[config.mk]
export PLATFORM = sky130hd
export DESIGN_NAME = pipe_arb
export DESIGN_NICKNAME = d
export VERILOG_FILES = /design/src/rtl/pipe_arb.sv
export SDC_FILE = /design/constraint.sdc
export NUM_CORES = 1
export LEC_CHECK = 0
export ABC_AREA = 1
export ABC_CLOCK_PERIOD_IN_PS = 11900
export BUFFER_PORTS_ARGS = -buffer_cell sky130_fd_sc_hd__buf_2
export CAP_MARGIN = 20
export CORE_ASPECT_RATIO = 1.4
export CORE_MARGIN = 3
export CORE_UTILIZATION = 41
export DETAILED_ROUTE_END_ITERATION = 10
export PLACE_DENSITY = 0.71
export SLEW_MARGIN = 40
export SYNTH_ARGS = -nofsm -noshare
export SYNTH_HDL_FRONTEND = slang
export SYNTH_SLANG_ARGS = --single-unit
[constraint.sdc]
create_clock -name clk -period 11.9 [get_ports clk]
set_input_delay 1.785 -clock clk [delete_from_list [all_inputs] [get_ports clk]]
set_output_delay 1.785 -clock clk [all_outputs]
set_load 0.02 [all_outputs]
[src/rtl/pipe_arb.sv]
// Two-requester round-robin front end feeding a stalling pipeline that computes
// F = ((A+B) + (C-D)) * D mod 2^N; the result appears three edges after acceptance.
module pipe_arb #(
  parameter int unsigned N = 10
) (
  input  logic         clk,
  input  logic         rst_n,
  input  logic         req0_valid,
  output logic         req0_ready,
  input  logic [N-1:0] req0_a,
  input  logic [N-1:0] req0_b,
  input  logic [N-1:0] req0_c,
  input  logic [N-1:0] req0_d,
  input  logic         req1_valid,
  output logic         req1_ready,
  input  logic [N-1:0] req1_a,
  input  logic [N-1:0] req1_b,
  input  logic [N-1:0] req1_c,
  input  logic [N-1:0] req1_d,
  output logic         res_valid,
  input  logic         res_ready,
  output logic [N-1:0] res_f,
  output logic         res_id,
  output logic         busy
);

  logic         advance;
  logic         grant;
  logic         accept;
  logic         lg_q;

  // Operand register: the arithmetic only ever sees captured operands.
  logic         s0_v_q, s0_id_q;
  logic [N-1:0] s0_a_q, s0_b_q, s0_c_q, s0_d_q;
  logic [N-1:0] in_a, in_b, in_c, in_d;

  logic         s1_v_q, s1_id_q;
  logic [N-1:0] s1_x1_q, s1_x2_q, s1_d_q;
  logic [N-1:0] s1_x1_d, s1_x2_d;

  logic         s2_v_q, s2_id_q;
  logic [N-1:0] s2_x3_q, s2_d_q;
  logic [N-1:0] s2_x3_d;

  logic         s3_v_q, s3_id_q;
  logic [N-1:0] s3_f_q;
  logic [N-1:0] s3_f_d;

  always_comb begin
    advance = !s3_v_q || res_ready;
    // On a tie the requester that did not win last time goes next.
    if (req0_valid && req1_valid) begin
      grant = ~lg_q;
    end else begin
      grant = req1_valid;
    end
    req0_ready = rst_n && advance && req0_valid && !grant;
    req1_ready = rst_n && advance && req1_valid && grant;
    accept     = req0_ready || req1_ready;

    in_a = grant ? req1_a : req0_a;
    in_b = grant ? req1_b : req0_b;
    in_c = grant ? req1_c : req0_c;
    in_d = grant ? req1_d : req0_d;

    s1_x1_d = s0_a_q + s0_b_q;
    s1_x2_d = s0_c_q - s0_d_q;
    s2_x3_d = s1_x1_q + s1_x2_q;
    s3_f_d  = s2_x3_q * s2_d_q;
  end

  always_ff @(posedge clk or negedge rst_n) begin
    if (!rst_n) begin
      lg_q    <= 1'b1;
      s0_v_q  <= 1'b0;
      s0_id_q <= 1'b0;
      s0_a_q  <= '0;
      s0_b_q  <= '0;
      s0_c_q  <= '0;
      s0_d_q  <= '0;
      s1_v_q  <= 1'b0;
      s1_id_q <= 1'b0;
      s1_x1_q <= '0;
      s1_x2_q <= '0;
      s1_d_q  <= '0;
      s2_v_q  <= 1'b0;
      s2_id_q <= 1'b0;
      s2_x3_q <= '0;
      s2_d_q  <= '0;
      s3_v_q  <= 1'b0;
      s3_id_q <= 1'b0;
      s3_f_q  <= '0;
    end else if (advance) begin
      if (accept) begin
        lg_q <= grant;
      end
      s0_v_q  <= accept;
      s0_id_q <= grant;
      s0_a_q  <= in_a;
      s0_b_q  <= in_b;
      s0_c_q  <= in_c;
      s0_d_q  <= in_d;
      s1_v_q  <= s0_v_q;
      s1_id_q <= s0_id_q;
      s1_x1_q <= s1_x1_d;
      s1_x2_q <= s1_x2_d;
      s1_d_q  <= s0_d_q;
      s2_v_q  <= s1_v_q;
      s2_id_q <= s1_id_q;
      s2_x3_q <= s2_x3_d;
      s2_d_q  <= s1_d_q;
      s3_v_q  <= s2_v_q;
      s3_id_q <= s2_id_q;
      s3_f_q  <= s3_f_d;
    end
  end

  assign res_valid = s3_v_q;
  assign res_f     = s3_f_q;
  assign res_id    = s3_id_q;
  assign busy      = s0_v_q || s1_v_q || s2_v_q || s3_v_q;

endmodule

Word-level counts from Yosys, hierarchy flattened --
Index checks and enable logic that the tools add are counted.
Cells by class: add/subtract/negate cells 3, $mul 1, multiplexer cells 5, bitwise operators 1, reductions and logical operators 14
Operator list (number):
- 2-to-1 mux 10 bit | 4
- adder 10 bit | 2
- multiplier 10 x 10 -> 10 bit | 1
- subtractor 10 bit | 1
- logical AND 1 bit | 6
- logical OR 1 bit | 5
- logical NOT 1 bit | 2
- AND reduction 2 bit | 1
- 2-to-1 mux 1 bit | 1
- inverter 1 bit | 1
Word-level totals: flip-flop bits (word level) 109, bits of input ports 85, output and inout bits 15, word-level logic and storage cells 43

Longest topological paths before layout --
word-level depth 7, mapped depth 24, depth with buffers taken out 23

Worst setup path before layout --
OpenSTA, ideal clock, no wires.
kind input port to output port, start input port res_ready, end output port req0_ready, arrival 2.532 ns, data required time 10.115 ns, path slack 7.583 ns, cell stages on the path 3, cells stage by stage nor2_1 -> buf_2 -> nor3_1
On the way: word-level cells in the longest chain between the ends 4
Ends and longest elaborated chain:
- start: declaration | line 21 | input logic res_ready,
- logical OR 1 bit | line 50 | advance = !s3_v_q || res_ready;
- logical AND 1 bit (3 in a row) | line 57 | req0_ready = rst_n && advance && req0_valid && !grant;
- end: declaration | line 9 | output logic req0_ready,
Every way passes these cells.

Worst setup path after layout --
start input port req0_valid, end output port req1_ready
On the way: word-level cells in the longest chain between the ends 3
Ends and longest elaborated chain:
- start: declaration | line 8 | input logic req0_valid,
- logical AND 1 bit | line 52 | if (req0_valid && req1_valid) begin
- 2-to-1 mux 1 bit | line 52
- logical AND 1 bit | line 58 | req1_ready = rst_n && advance && req1_valid && grant;
- end: declaration | line 15 | output logic req1_ready,
Every way passes these cells.

==> impl_metrics.py <==
metrics = {
    "timing": {
        "grt_setup_unrepaired": "false",
        "tightestPinTransition_ns": 0.724,
        "hold_viol_final": 0,
        "slew_headroom": 0.517,
        "fin_crit_sh": 0.424,
        "fin_skew_ns": 0.00890,
        "period_needed_ns": 5.05,
        "final.setup.tns_ns": 0,
        "max_freq_mhz": 198,
        "report.final.slew_viol_count": 0,
        "setup_viol_count_final": 0,
    },
    "hold_path": {
        "min_to": "s2_d_q[6]",
        "hold_path_class": "reg -> reg",
        "whs_path_depth": 2,
        "worstHoldStart": "s1_d_q[6]",
    },
    "yosys": {
        "ys_ff_latch": 109,
        "syn-num-nets": 1099,
        "ys_seq_area_frac": 0.381,
        "yosysWarnings": 0,
        "synth_cell_types": 33,
        "avgSynthCellArea_um2": 7.64,
        "syn-instance-count": 938,
        "syn_area_um2": 7170,
    },
    "critical_path": {
        "cp_num_buf_inv": 4,
        "r2r_slack_ns": 7.22,
        "reg2reg_depth": 18,
        "critical_path_class": "in -> out",
        "slowest_delay_ns": 0.51,
        "cpMostUsedCell": "nand2_1",
        "end_kind": "output pin",
        "path_depth": 8,
        "crit_family": "buffers and inverters",
        "r2r_end": "res_f[9]",
        "r2r_start": "s2_d_q[2]",
        "cp_cell_sequence": "buf_2 > nand2_1 > nand2_1 > buf_4 > inv_2 > nand2_1 > nor2_1 > buf_2",
        "slowest_stage": "inv_2",
        "cp_max_fo": 42,
        "timing.critical_path.from_type": "input pin",
        "required_ns": 10.12,
        "cp.arrival_ns": 3.26,
    },
    "placed_design": {
        "place_area_um2": 7800,
        "dp_hpwl_um": 11800,
        "globalplace.congestion": 0.926,
        "numPortBuffers": 99,
    },
    "cells_and_area": {
        "antennaDiodeCount": 0,
        "area_delta_synth_final_pct": 13.2,
        "drive_gt1_frac": 0.131,
        "finish.instance_area_um2": 8110,
        "final_nets": 1173,
        "final.fill_count": 1734,
        "layout_common_cells": "nand2_1, inv_1, dfrtp_1, buf_2, nor2_1",
        "mostFrequentLayoutCell": "nand2_1",
    },
    "cts": {
        "cts_tree": "built",
        "h-tree-depth": 3,
        "cts_root_buf": "clkbuf_16",
        "cts.sinks": 109,
        "clock_latency_ns": 0.35,
        "clk_pin_slew_ns": 0.08,
        "ctsHoldBuffers": 0,
        "ctsResizeCount": 0,
        "postCtsSetupBuffers": 0,
        "cts_buffer_depth": 2,
        "cts_buffers": 9,
    },
    "floorplanning": {
        "ios": 100,
        "fp.dieH_um": 162,
        "die_x_um": 118,
        "num_rows": 56,
        "coreArea_um2": 17000,
        "dieArea_um2": 19100,
        "start_util": 0.423,
    },
    "outcome": {
        "status": "completed",
    },
    "drt": {
        "vias_per_cell": 4.82,
        "dr.pass1.iters": 4,
        "drc_errors": 0,
        "wirelength_um": 15500,
        "wl_per_cell_um": 12.4,
        "vias": 6016,
        "ant_nets": 0,
        "drtIter0Drc": 262,
    },
    "grt": {
        "grt_first_pass_wirelength_um": 25800,
        "grt_util_all_layers": 0.162,
        "grt_pass1_vias": 5696,
        "grt_max_degree": 93,
        "grt_overflow_total": 0,
        "antenna_found_initial": 0,
    },
    "flow_run": {
        "drv_cap": 0,
    },
}
-- how the worst max path moves through the flow --
stage | start | end | slack (ns)
final | req0_valid | req1_ready | 6.85
after floorplan | res_ready | req0_ready | 7.58
after CTS | req0_valid | req1_ready | 6.83
after global routing | req0_valid | req1_ready | 6.69
after global placement | req0_valid | req1_ready | 6.85
after detailed placement | req0_valid | req1_ready | 6.84
-- cells in the mapped netlist, drive strengths merged --
library cell	count	share of area
o311ai	2	0.0024
o211ai	1	0.0010
buf	16	0.015
o21ai	46	0.032
nand3b	1	0.0028
nand2	343	0.18
inv	119	0.062
fa	25	0.070
a31oi	45	0.039
a211oi	1	0.0010
ha	51	0.089
xnor2	3	0.0037
nand4	4	0.0035
dfstp	1	0.0037
nor3	5	0.0035
nor2	61	0.032
or2	6	0.0052
a21oi	30	0.021
xor2	14	0.017
dfrtp	108	0.38
o21bai	1	0.0010
clkbuf	24	0.013
and2	1	0.00087
a21o	3	0.0031
nand3	27	0.020
-- registers in the layout, summed over array words and instances, names as in the netlist, 10 cells and up --
| register | flops |
|---|---|
| res_f | 10 |
| s0_a_q | 10 |
| s0_b_q | 10 |
| s0_c_q | 10 |
| s0_d_q | 10 |
| s1_d_q | 10 |
| s1_x1_q | 10 |
| s1_x2_q | 10 |
| s2_d_q | 10 |
| s2_x3_q | 10 |
-- metal layers --
layer / track usage / vias up / wire [µm]
li1: - / 3105 / -
met1: 0.191 / 2749 / 6340
met2: 0.296 / 127 / 8160
met3: 0.0170 / 35 / 458
met4: 0.0752 / 0 / 533
met5: 0 / - / 0
-- worst register-to-register path, delay by kind of cell (launching register included) --
kind	cells	cell delay, ns
compound gates	3	0.43
fa+ha+maj	6	2.91
buf+inv	5	0.26
flops	1	0.54
simple gates	4	0.43
-- area by class of cell --
cell class | count | area [µm²] | area share
repair buffers | 103 | 536 | 0.0660
multi-input cells | 670 | 3800 | 0.469
clock buffers | 9 | 225 | 0.0278
inverters | 119 | 448 | 0.0552
well taps | 232 | 290 | 0.0358
flip-flops and latches | 109 | 2730 | 0.336
clock inverters | 7 | 83.8 | 0.0103
-- metrics by stage --
stage | setup WS (ns) | std cells | hold slack [ns] | utilization
2_1_floorplan | 7.58 | 938 | 0.442 | -
3_3_place_gp | 6.85 | 1233 | 0.451 | 0.460
3_5_place_dp | 6.84 | 1233 | 0.457 | 0.460
4_1_cts | 6.83 | 1249 | 0.472 | 0.478
5_1_grt | 6.69 | 1249 | 0.497 | 0.479
6_report | 6.85 | 1249 | 0.468 | 0.479
-- cell families after synthesis --
kind of cell / after synthesis / synth area share
AND/OR/NAND/NOR: 448 / 0.249
adder cells (fa/ha/maj): 76 / 0.159
buffers and inverters: 159 / 0.0897
AO/OA/AOI/OAI: 129 / 0.101
flip-flops: 109 / 0.381
XOR/XNOR: 17 / 0.0208
Power is left out: the tool's default activity adds up to more than one toggle a clock period on the data nets, which glitch-free logic cannot reach.
